File: config.mk
export PLATFORM = sky130hd
export DESIGN_NAME = alu_input_sequencer_flat
export DESIGN_NICKNAME = d
export VERILOG_FILES = /design/src/rtl/alu_input_sequencer_if.sv /design/src/rtl/alu_input_sequencer.sv /design/src/flat_wrapper.sv
export SDC_FILE = /design/constraint.sdc
export NUM_CORES = 1
export LEC_CHECK = 0
export CAP_MARGIN = 10
export CORE_ASPECT_RATIO = 0.9
export CORE_UTILIZATION = 61
export DETAILED_ROUTE_END_ITERATION = 10
export HOLD_SLACK_MARGIN = 0.05
export PLACE_DENSITY = 0.8
export SLEW_MARGIN = 25
export SYNTH_ARGS = -nofsm -noshare
export SYNTH_HDL_FRONTEND = slang
export SYNTH_SLANG_ARGS = --single-unit
File: constraint.sdc
create_clock -name I_clk -period 3 [get_ports I_clk]
set_input_delay 0.75 -clock I_clk [delete_from_list [all_inputs] [get_ports I_clk]]
set_output_delay 0.75 -clock I_clk [all_outputs]
set_load 0.02 [all_outputs]
File: src/rtl/alu_input_sequencer_if.sv
// Board-side bundle for the ALU input sequencer: switch/button inputs and
// the registered ALU result, overflow/zero/error, valid and load-mask outputs.
interface alu_input_sequencer_if #(
  parameter int NB_DATA   = 8,
  parameter int N_BUTTONS = 3
);
  logic [NB_DATA-1:0]   I_sw;
  logic [N_BUTTONS-1:0] I_button;
  logic [NB_DATA-1:0]   O_result;
  logic                 O_overflow;
  logic                 O_zero;
  logic                 O_op_err;
  logic                 O_valid;
  logic [2:0]           O_loaded;

  modport master (
    output I_sw, I_button,
    input  O_result, O_overflow, O_zero, O_op_err, O_valid, O_loaded
  );

  modport slave (
    input  I_sw, I_button,
    output O_result, O_overflow, O_zero, O_op_err, O_valid, O_loaded
  );
endinterface

File: src/rtl/alu_input_sequencer.sv
// Board-level ALU front end: debounced one-shot buttons load operand A, operand B
// and the opcode from the switches; a registered ALU result is produced once all three are loaded.
module alu_input_sequencer #(
  parameter int NB_DATA         = 8,
  parameter int NB_OP           = 6,
  parameter int N_BUTTONS       = 3,
  parameter int DEBOUNCE_CYCLES = 4,
  parameter int NB_CNT          = 20
) (
  input logic              I_clk,
  input logic              I_reset_n,
  alu_input_sequencer_if.slave bus
);

  localparam logic [NB_CNT-1:0]  CNT_LAST    = NB_CNT'(DEBOUNCE_CYCLES - 1);
  localparam logic [NB_DATA:0]   SHIFT_LIMIT = (NB_DATA + 1)'(NB_DATA);

  localparam logic [NB_OP-1:0] OP_ADD = NB_OP'(6'b100000);
  localparam logic [NB_OP-1:0] OP_SUB = NB_OP'(6'b100010);
  localparam logic [NB_OP-1:0] OP_AND = NB_OP'(6'b100100);
  localparam logic [NB_OP-1:0] OP_OR  = NB_OP'(6'b100101);
  localparam logic [NB_OP-1:0] OP_XOR = NB_OP'(6'b100110);
  localparam logic [NB_OP-1:0] OP_NOR = NB_OP'(6'b100111);
  localparam logic [NB_OP-1:0] OP_SRA = NB_OP'(6'b000011);
  localparam logic [NB_OP-1:0] OP_SRL = NB_OP'(6'b000010);

  typedef enum logic [1:0] {
    EMPTY   = 2'd0,
    PARTIAL = 2'd1,
    READY   = 2'd2
  } state_t;

  state_t state_q;
  state_t state_next;

  logic [N_BUTTONS-1:0] sync1_q;
  logic [N_BUTTONS-1:0] sync2_q;
  logic [N_BUTTONS-1:0] deb_q;
  logic [N_BUTTONS-1:0] deb_d_q;
  logic [N_BUTTONS-1:0] pulse_q;
  logic [NB_CNT-1:0]    cnt_q [N_BUTTONS];

  logic [NB_DATA-1:0] a_q;
  logic [NB_DATA-1:0] b_q;
  logic [NB_OP-1:0]   op_q;
  logic [2:0]         loaded_q;

  logic [NB_DATA-1:0] alu_res;
  logic               alu_ovf;
  logic               alu_err;
  logic               alu_zero;
  logic               shift_big;
  logic               ready_next;

  logic [NB_DATA-1:0] result_q;
  logic               overflow_q;
  logic               zero_q;
  logic               op_err_q;
  logic               valid_q;

  // A level change is accepted only after it has been seen for DEBOUNCE_CYCLES
  // consecutive synchronised cycles; the load pulse marks the accepted press.
  always_ff @(posedge I_clk) begin
    if (!I_reset_n) begin
      sync1_q <= '0;
      sync2_q <= '0;
      deb_q   <= '0;
      deb_d_q <= '0;
      pulse_q <= '0;
      for (int i = 0; i < N_BUTTONS; i++) cnt_q[i] <= '0;
    end else begin
      sync1_q <= bus.I_button;
      sync2_q <= sync1_q;
      deb_d_q <= deb_q;
      pulse_q <= deb_q & ~deb_d_q;
      for (int i = 0; i < N_BUTTONS; i++) begin
        if (sync2_q[i] == deb_q[i]) begin
          cnt_q[i] <= '0;
        end else if (cnt_q[i] == CNT_LAST) begin
          deb_q[i] <= sync2_q[i];
          cnt_q[i] <= '0;
        end else begin
          cnt_q[i] <= cnt_q[i] + 1'b1;
        end
      end
    end
  end

  always_ff @(posedge I_clk) begin
    if (!I_reset_n) begin
      a_q      <= '0;
      b_q      <= '0;
      op_q     <= '0;
      loaded_q <= '0;
    end else begin
      if (pulse_q[0]) a_q  <= bus.I_sw;
      if (pulse_q[1]) b_q  <= bus.I_sw;
      if (pulse_q[2]) op_q <= bus.I_sw[NB_OP-1:0];
      loaded_q <= loaded_q | pulse_q[2:0];
    end
  end

  always_ff @(posedge I_clk) begin
    if (!I_reset_n) state_q <= EMPTY;
    else            state_q <= state_next;
  end

  // READY follows the registered mask, so the first result uses the freshly loaded operands.
  always_comb begin
    state_next = state_q;
    case (state_q)
      EMPTY: begin
        if (loaded_q == 3'b111)    state_next = READY;
        else if (loaded_q != 3'b0) state_next = PARTIAL;
      end
      PARTIAL: begin
        if (loaded_q == 3'b111) state_next = READY;
      end
      READY:   state_next = READY;
      default: state_next = EMPTY;
    endcase
  end

  always_comb begin
    shift_big = ({1'b0, b_q} >= SHIFT_LIMIT);
    alu_res   = '0;
    alu_ovf   = 1'b0;
    alu_err   = 1'b0;
    case (op_q)
      OP_ADD: begin
        alu_res = a_q + b_q;
        alu_ovf = (a_q[NB_DATA-1] == b_q[NB_DATA-1]) && (alu_res[NB_DATA-1] != a_q[NB_DATA-1]);
      end
      OP_SUB: begin
        alu_res = a_q - b_q;
        alu_ovf = (a_q[NB_DATA-1] != b_q[NB_DATA-1]) && (alu_res[NB_DATA-1] != a_q[NB_DATA-1]);
      end
      OP_AND: alu_res = a_q & b_q;
      OP_OR:  alu_res = a_q | b_q;
      OP_XOR: alu_res = a_q ^ b_q;
      OP_NOR: alu_res = ~(a_q | b_q);
      OP_SRA: begin
        if (shift_big) alu_res = {NB_DATA{a_q[NB_DATA-1]}};
        else           alu_res = $unsigned($signed(a_q) >>> b_q);
      end
      OP_SRL: begin
        if (shift_big) alu_res = '0;
        else           alu_res = a_q >> b_q;
      end
      default: alu_err = 1'b1;
    endcase
    alu_zero   = (alu_res == '0);
    ready_next = (state_next == READY);
  end

  // Outside READY every result flag is forced low, including zero.
  always_ff @(posedge I_clk) begin
    if (!I_reset_n) begin
      result_q   <= '0;
      overflow_q <= 1'b0;
      zero_q     <= 1'b0;
      op_err_q   <= 1'b0;
      valid_q    <= 1'b0;
    end else begin
      valid_q <= ready_next;
      if (ready_next) begin
        result_q   <= alu_res;
        overflow_q <= alu_ovf;
        zero_q     <= alu_zero;
        op_err_q   <= alu_err;
      end else begin
        result_q   <= '0;
        overflow_q <= 1'b0;
        zero_q     <= 1'b0;
        op_err_q   <= 1'b0;
      end
    end
  end

  assign bus.O_result   = result_q;
  assign bus.O_overflow = overflow_q;
  assign bus.O_zero     = zero_q;
  assign bus.O_op_err   = op_err_q;
  assign bus.O_valid    = valid_q;
  assign bus.O_loaded   = loaded_q;

endmodule

File: src/flat_wrapper.sv
// flat-port wrapper written by rule: the top's interface ports become plain ports
module alu_input_sequencer_flat 
#(
  parameter int NB_DATA         = 8,
  parameter int NB_OP           = 6,
  parameter int N_BUTTONS       = 3,
  parameter int DEBOUNCE_CYCLES = 4,
  parameter int NB_CNT          = 20
)
  (I_clk, I_reset_n, bus_I_sw, bus_I_button, bus_O_result, bus_O_overflow, bus_O_zero, bus_O_op_err, bus_O_valid, bus_O_loaded);
  alu_input_sequencer_if #(.NB_DATA(NB_DATA), .N_BUTTONS(N_BUTTONS)) bus_i ();
  input logic I_clk;
  input logic I_reset_n;
  input wire logic [$bits(bus_i.I_sw)-1:0] bus_I_sw;
  input wire logic [$bits(bus_i.I_button)-1:0] bus_I_button;
  output wire logic [$bits(bus_i.O_result)-1:0] bus_O_result;
  output wire logic [$bits(bus_i.O_overflow)-1:0] bus_O_overflow;
  output wire logic [$bits(bus_i.O_zero)-1:0] bus_O_zero;
  output wire logic [$bits(bus_i.O_op_err)-1:0] bus_O_op_err;
  output wire logic [$bits(bus_i.O_valid)-1:0] bus_O_valid;
  output wire logic [$bits(bus_i.O_loaded)-1:0] bus_O_loaded;
  assign bus_i.I_sw = bus_I_sw;
  assign bus_i.I_button = bus_I_button;
  assign bus_O_result = bus_i.O_result;
  assign bus_O_overflow = bus_i.O_overflow;
  assign bus_O_zero = bus_i.O_zero;
  assign bus_O_op_err = bus_i.O_op_err;
  assign bus_O_valid = bus_i.O_valid;
  assign bus_O_loaded = bus_i.O_loaded;
  alu_input_sequencer #(.NB_DATA(NB_DATA), .NB_OP(NB_OP), .N_BUTTONS(N_BUTTONS), .DEBOUNCE_CYCLES(DEBOUNCE_CYCLES), .NB_CNT(NB_CNT)) u_core (.I_clk(I_clk), .I_reset_n(I_reset_n), .bus(bus_i));
endmodule
==> Word-level counts from Yosys, hierarchy flattened <==
Memories as Yosys holds them, arrays and structs flattened.
Cells that the tools add are included.
{ "op_classes": {"shift": 2, "addsub": 5, "reduce_logical": 10, "eq_ne": 22, "muxes": 52, "n_lt_le_gt_ge": 1, "bitwise": 19} }
{ "op_table": {"columns": ["operator", "n"], "rows": [
  ["two-way mux 20 bit", 9],
  ["case mux 8 bit (8 select lines)", 1],
  ["adder 20 x 1 -> 20 bit (second input constant)", 3],
  ["equality test 20 x 2 -> 1 bit (second input constant)", 3],
  ["equality test 6 bit (second input constant)", 6],
  ["two-way mux 1 bit", 35],
  ["two-way mux 8 bit", 2],
  ["equality test 6 x 2 -> 1 bit (second input constant)", 2],
  ["bitwise OR 1 bit", 9],
  ["adder 8 bit", 1],
  ["AND 8 bit", 1],
  [">= comparator 8 x 4 -> 1 bit (second input constant)", 1],
  ["logical NOT 8 bit", 1],
  ["inverter 8 bit", 1],
  ["bitwise OR 8 bit", 1],
  ["AND reduction 2 bit", 4],
  ["OR reduction 8 bit", 1],
  [">> shifter 8 x 8 -> 8 bit", 1],
  [">>> shifter 8 x 8 -> 8 bit", 1],
  ["subtractor 8 bit", 1],
  ["XOR 8 bit", 1],
  ["two-way mux 2 bit", 3],
  ["case mux 2 bit (3 select lines)", 1],
  ["equality test 1 bit", 4],
  ["12 further kinds", 18]
]} }
{ "word_totals": {"memories": 1, "out_inout_bits": 15, "regBits": 54, "mem_bits_rw": 60, "in_bits": 13, "elab_cells": 129} }
{ "memory_table": {"columns": ["memory", "depth", "word_bits", "read_ports", "rd_clocked_by_memory_dff", "wr", "line", "text"], "rows": [
  ["u_core.cnt_q", 3, 20, 3, 0, 3, "alu_input_sequencer.sv:41", "logic [NB_CNT-1:0] cnt_q [N_BUTTONS];"]
]} }

==> Longest topological paths before layout <==
Gate-level depths: netlist of the first run.
{ "depth": {"depth_word": 7, "mapped_depth": 11, "ltp_nobuf": 11} }

==> Worst setup path after synthesis of the first run <==
Ideal clock, no wire load.
{ "synth_path": {"kind": "register -> register", "start": "reg u_core.b_q[2]", "end": "reg u_core.zero_q (netlist: u_core.bus.O_zero)", "setup_time_ns": 0.092, "stages_incl_launch_ff": 12, "slack_ns": 0.457, "required_ns": 2.908, "arrival_time_ns": 2.451, "period_less_slack_ns": 2.543, "n_path_buf": 2, "cell_sequence": "dfxtp_1 -> clkbuf_1 -> inv_1 -> ha_1 -> buf_2 -> nor3_1 -> o311ai_0 -> a31o_2 -> mux2i_1 -> nor3_1 -> o2111ai_1 -> nor4_1"} }
{ "synth_via": {"elab_chain_len": 4, "word_cells_on_any_way": 13, "classes_between": "2 x add/sub; 1 x order compare; 2 x shift; 3 x mux; 4 x bitwise; 1 x reduce/logical"} }
{ "synth_lines": {"columns": ["item", "line", "text"], "rows": [
  ["start, declared", "alu_input_sequencer.sv:44", "logic [NB_DATA-1:0] b_q;"],
  ["start signal, assigned", "alu_input_sequencer.sv:97", "if (pulse_q[1]) b_q <= bus.I_sw;"],
  [">= comparator 8 x 4 -> 1 bit (tied with other cells)", "alu_input_sequencer.sv:125", "shift_big = ({1'b0, b_q} >= SHIFT_LIMIT);"],
  ["two-way mux 8 bit (tied with other cells)", "alu_input_sequencer.sv:147", "if (shift_big) alu_res = '0;"],
  ["case mux 8 bit (8 select lines) (*)", "alu_input_sequencer.sv:129", "case (op_q)"],
  ["logical NOT 8 bit (*)", "alu_input_sequencer.sv:152", "alu_zero = (alu_res == '0);"],
  ["end signal, assigned", "alu_input_sequencer.sv:169", "zero_q <= alu_zero;"],
  ["end, declared", "alu_input_sequencer.sv:57", "logic zero_q;"]
]} }
Every way passes the cells marked *; elsewhere a longest branch is shown, timed or not.
A chain may end at the register's enable or synchronous reset.

==> Final worst setup path of the first run <==
{ "layout_path": {"start": "reg u_core.b_q[0]", "end": "reg u_core.zero_q (netlist: u_core.bus.O_zero)"} }
Same word-level chain as after synthesis.

==> flow_summary.yaml, run 1 <==
timing:
  worstMarginPinSlew_ps: 859
  slew_headroom: 0.427
  finalCritPeriodShare: 0.873
  period_needed_ps: 2620
  tns_ps: 0
  rsz0062_at_grt: "no"
  final_max_slew_viol_count: 0
  layout_setup_ws_ps: 381
  skew_ps: 12.3
  fmax_ghz: 0.382
  hold_slack_ps: 384
  hold_viol_final: 0
  setup-violations-final: 0
floorplan:
  die-area_um2: 11200
  ioPinCount: 28
  fp.dieW_um: 112
  core_um2: 10400
  start_util: 0.634
  die_h_um: 101
  rows: 35
clock_network:
  cts_hold_buf: 0
  postCtsSetupBuffers: 0
  cts_buffer_depth: 2
  cts_root_buffer: "clkbuf_16"
  htree_levels: 4
  clk_latency_ps: 410
  cts_tree: "yes"
  clk_pin_slew_worst_paths_ps: 50
  numCtsBuffers: 17
  clock-sinks: 113
  cts_resized: 0
worst_setup_path:
  crit_fanout: 4
  r2r-start: "u_core.b_q[0]"
  crit_arrival_ps: 2920
  critPathLaunchType: "flip-flop"
  worstSetupEndpointType: "flip-flop"
  r2r_slack_ps: 380
  crit_end: "u_core.bus.O_zero"
  required_ps: 3300
  crit_type: "flip-flop to flip-flop"
  worstRegToRegCells: 9
  r2r_end: "u_core.bus.O_zero"
  crit_start: "u_core.b_q[0]"
cells_and_area:
  syn2layout_area_growth_pct: 18.9
  antennaDiodeCount: 0
  stdcell_count: 920
  layout.nets: 820
  multi_input_area_um2: 3710
  utilization: 0.754
  final_cell_mix: "nor2_1 (95), edfxtp_1 (60), conb_1 (60)"
  regArea_um2: 2860
  layout_commonest_cell: "nor2_1"
  fin_area_um2: 7830
  fillCellCount: 706
  drive_gt1_frac: 0.0708
detailed_routing:
  postRouteAntennaNets: 0
  post_drt_wl_per_cell_um: 16.3
  drt_iter0_markers: 452
  drc: 4
  vias: 5203
  wirelength_mm: 15.0
  via_per_inst: 5.66
  drt-pass1-iter-count: 9
run:
  drv_cap: 0
synth:
  synth-seq-cells: 113
  ys_seq_area_frac: 0.435
  avgSynthCellArea_um2: 9.58
  synth-main-ff-cell: "edfxtp_1"
  postSynth.asyncResetShare: 0
  yosysWarnings: 0
  ys_types: 60
  synth.cell_area_um2: 6580
  synth-edff-count: 60
  netlist_instances: 687
placement:
  gp_congestion: 1.01
  dp_hpwl_mm: 10.8
  place_inst: 888
  port_buffers: 27
  dpl_cell_area_um2: 7240
  pre_cts_ws_ps: 444
global_route:
  overflow: 0
  track_usage: 0.285
  grt_pass1_vias: 5075
  antenna_found_initial: 0
  grt_max_degree: 24
  grt_pass1_wl_mm: 24.8
pwr:
  peakVddDrop_v: 0.000451
  power_mw: 3.78
  power_leakage_nw: 2.85
  power_density_nw_per_um2: 483
status:
  violations: "design-rule violations"
  outcome: "finished, violations left"
hold_path:
  hp-class: "flip-flop to flip-flop"
-- layout make-up --
cell class | count | share of cell area
multi-input combinational | 575 | 0.474
sequential | 113 | 0.366
clock buffer | 20 | 0.0625
timing repair buffer | 41 | 0.0495
tap | 129 | 0.0206
inverter | 30 | 0.0144
clock inverter | 12 | 0.0129
-- sequential cells by signal, summed over array words and instances (netlist names) --
name,flops
u_core.a_q,8
u_core.b_q,8
u_core.bus.O_loaded,3
u_core.bus.O_op_err,1
u_core.bus.O_overflow,1
u_core.bus.O_result,8
u_core.bus.O_zero,1
u_core.cnt_q,60
u_core.deb_d_q,3
u_core.deb_q,3
u_core.op_q,6
u_core.pulse_q,3
u_core.state_q,2
u_core.sync1_q,3
u_core.sync2_q,3
-- cells by family after synthesis --
kind of cell | after synthesis | synth area share
buffers and inverters | 58 | 0.0346
adders and majority gates | 29 | 0.0574
other | 1 | 0.000570
xor gates and xnor gates | 71 | 0.0945
DFF | 113 | 0.435
AOI/OAI and AO/OA | 75 | 0.0808
muxes | 45 | 0.0709
and+or+nand+nor | 295 | 0.226
-- worst min-delay path by stage --
stage	slack, ps	endpoint	cells past startpoint	from
after CTS	380	u_core.pulse_q[0]	1	u_core.deb_d_q[0]
after global placement	370	u_core.pulse_q[0]	1	u_core.deb_d_q[0]
final	380	u_core.pulse_q[0]	1	u_core.deb_d_q[0]
after floorplan	370	u_core.pulse_q[0]	1	u_core.deb_d_q[0]
after global routing	400	u_core.pulse_q[2]	1	u_core.deb_d_q[2]
after detailed placement	370	u_core.pulse_q[2]	1	u_core.deb_d_q[2]
-- Yosys cell counts (8+ instances only) --
cell	instances	area [µm²]
nand3_1	39	195
and3_1	13	81.3
buf_2	8	40.0
and2_1	13	81.3
nor3_1	17	85.1
nor2_1	95	357
clkbuf_1	20	75.1
nand2_1	38	143
inv_1	29	109
dfxtp_1	53	1060
edfxtp_1	60	1800
xor2_1	33	289
nor4_1	15	93.8
nor2b_1	31	194
xnor2_1	38	333
mux2i_1	41	410
o21ai_0	11	55.1
a21oi_1	14	70.1
ha_1	27	338
-- report_power, final --
group          internal [mW]  switching (mW)
Combinational         0.0508          0.0548
Clock                   1.26           0.705
Sequential              1.67          0.0425
-- worst max-delay path, stage by stage, from the launching register on --
cell and delay (ps):
dfxtp_1 330, ha_1 250, fa_1 440, a21o_1 200, a21oi_1 160, xnor2_1 140, o311ai_0 140, a311oi_1 430
nand4_1 130, nor4_1 280
-- metal layers --
layer	global-route usage	up-vias	routed length, µm
met2	0.486	153	7170
met4	0.105	0	357
li1	-	2550	-
met5	0	-	0
met3	0.0601	27	740
met1	0.360	2473	6710
No activity file was read; power rests on OpenSTA's default activity.
==> inputs of run 2 (changes only) <==
--- a/config.mk
+++ b/config.mk
@@ -9,6 +9,7 @@
 export CORE_ASPECT_RATIO = 0.9
 export CORE_UTILIZATION = 61
 export DETAILED_ROUTE_END_ITERATION = 10
+export GPL_TIMING_DRIVEN = 0
 export HOLD_SLACK_MARGIN = 0.05
 export PLACE_DENSITY = 0.8
 export SLEW_MARGIN = 25
==> run 2 against run 1 <==
  * Sequential power hardly changed
  * Critical endpoint unchanged
  * Non-clock buffer count is 16 higher
  * The run still ends with design-rule violations left
  * Cell count up 1.7%
  * Hold slack worse by 8.7 ps
  * Largest power group unchanged
  * Highest routed layer unchanged
  * Routed wire length up 6.4%
==> flow_summary.yaml, run 2 (synthesized netlist as in run 1, its figures left out) <==
detailed_routing:
  postRouteAntennaNets: 0
  vias: 5389
  drc: 4
  drt_iter0_markers: 546
  drt-pass1-iter-count: 11
  wirelength_mm: 15.9
  via_per_inst: 5.76
  post_drt_wl_per_cell_um: 17.0
cells_and_area:
  largest_reg_flops: 60
  final_cell_mix: "nor2_1 (95), edfxtp_1 (60), conb_1 (60)"
  syn2layout_area_growth_pct: 19.8
  regArea_um2: 2870
  multi_input_area_um2: 3750
  drive_gt1_frac: 0.0694
  max_flop_register: "u_core.cnt_q"
  antennaDiodeCount: 0
  fillCellCount: 703
  layout_commonest_cell: "nor2_1"
  layout.nets: 836
timing:
  worstMarginPinSlew_ps: 971
  skew_ps: 9.94
  period_needed_ps: 2850
  setup-violations-final: 0
  tns_ps: 0
  fmax_ghz: 0.351
  final_max_slew_viol_count: 0
  hold_viol_final: 0
  finalCritPeriodShare: 0.949
  slew_headroom: 0.348
worst_setup_path:
  critPathLaunchType: "flip-flop"
  r2r-start: "u_core.b_q[1]"
  crit_type: "flip-flop to flip-flop"
  crit_fanout: 10
  crit_start: "u_core.b_q[1]"
  crit_arrival_ps: 3160
  required_ps: 3310
  worstSetupEndpointType: "flip-flop"
placement:
  port_buffers: 27
  dp_hpwl_mm: 11.3
  gp_congestion: 0.981
floorplan:
  die-area_um2: 11200
  core_um2: 10400
  fp.dieW_um: 112
  ioPinCount: 28
  rows: 35
  die_h_um: 101
  start_util: 0.634
clock_network:
  htree_levels: 4
  numCtsBuffers: 17
  clock-sinks: 113
  clk_pin_slew_worst_paths_ps: 50
  cts_tree: "yes"
  cts_buffer_depth: 2
  cts_root_buffer: "clkbuf_16"
  clk_latency_ps: 410
global_route:
  overflow: 0
  track_usage: 0.298
  grt_pass1_vias: 5167
  grt_pass1_wl_mm: 25.5
  grt_max_degree: 17
  antenna_found_initial: 0
pwr:
  power_leakage_nw: 2.85
  power_density_nw_per_um2: 481
  power_mw: 3.79
  peakVddDrop_v: 0.000375
status:
  violations: "design-rule violations"
  outcome: "finished, violations left"
hold_path:
  worstHoldStart: "u_core.deb_d_q[2]"
  hp-class: "flip-flop to flip-flop"
run:
  drv_cap: 0
[run 2: changes by cell type in the layout (fill, tap and decap cells not counted), sizes merged]
cell and delta:
bufinv +2, clkinv +1, clkinvlp +2, buf -3
inv -4, clkbuf +18
[run 2: layout make-up]
type	instances	share of cell area
Clock buffer	19	0.0549
Timing Repair Buffer	29	0.0362
Tap cell	129	0.0205
Inverter	30	0.0148
Clock inverter	13	0.0184
Multi-Input combinational cell	575	0.475
Buffer	28	0.0167
Sequential cell	113	0.363
[run 2: path summary, 6_finish.rpt]
check / end / slack, ps / cells past startpoint
min: u_core.pulse_q[2] / 380 / 1
max reg2reg: u_core.bus.O_zero / 150 / 11
max: u_core.bus.O_zero / 150 / 11
min reg2reg: u_core.pulse_q[2] / 380 / 1
[run 2: critical path, stage by stage, from the launching register on]
cell	delay [ps]
dfxtp_2	370
buf_6	160
buf_4	190
inv_1	110
ha_1	360
a21o_1	220
a211o_1	310
nand3_1	130
nand2b_1	140
a221oi_2	350
nand4_1	130
nor4_1	280
[run 2: through the flow]
stage | std cells | instance area (µm²) | setup WS, ps | utilization | hold slack, ps
2_1_floorplan | 746 | 6800 | 457 | - | 367
3_3_place_gp | 902 | 7240 | -206 | 0.697 | 374
3_5_place_dp | 902 | 7240 | -253 | 0.697 | 375
4_1_cts | 934 | 7830 | 2.41 | 0.754 | 376
5_1_grt | 936 | 7890 | -32.2 | 0.760 | 396
6_report | 936 | 7890 | 152 | 0.760 | 376
[run 2: power breakdown]
part           internal (mW)  switching [mW]  total [mW]
clock network           1.29           0.681        1.97
registers               1.67          0.0437        1.71
logic                 0.0500          0.0592       0.109
total                   3.01           0.784        3.79
[run 2: timing repair]
action                                 in CTS  in global routing
setup endpoints to repair                   1                  2
pin swaps                                   0                  2
endpoints found under the hold margin       0                  0
buffers inserted                            0                  2
hold buffers                                0                  0
resized for setup                           3                 17
[run 2: routing by layer]
metal | track usage | routed length [µm] | vias up | share of wire
li1 | - | - | 2577 | -
met2 | 0.495 | 7700 | 205 | 0.48
met3 | 0.0710 | 1070 | 32 | 0.067
met4 | 0.127 | 268 | 0 | 0.017
met5 | 0 | 0 | - | 0
met1 | 0.375 | 6890 | 2575 | 0.43
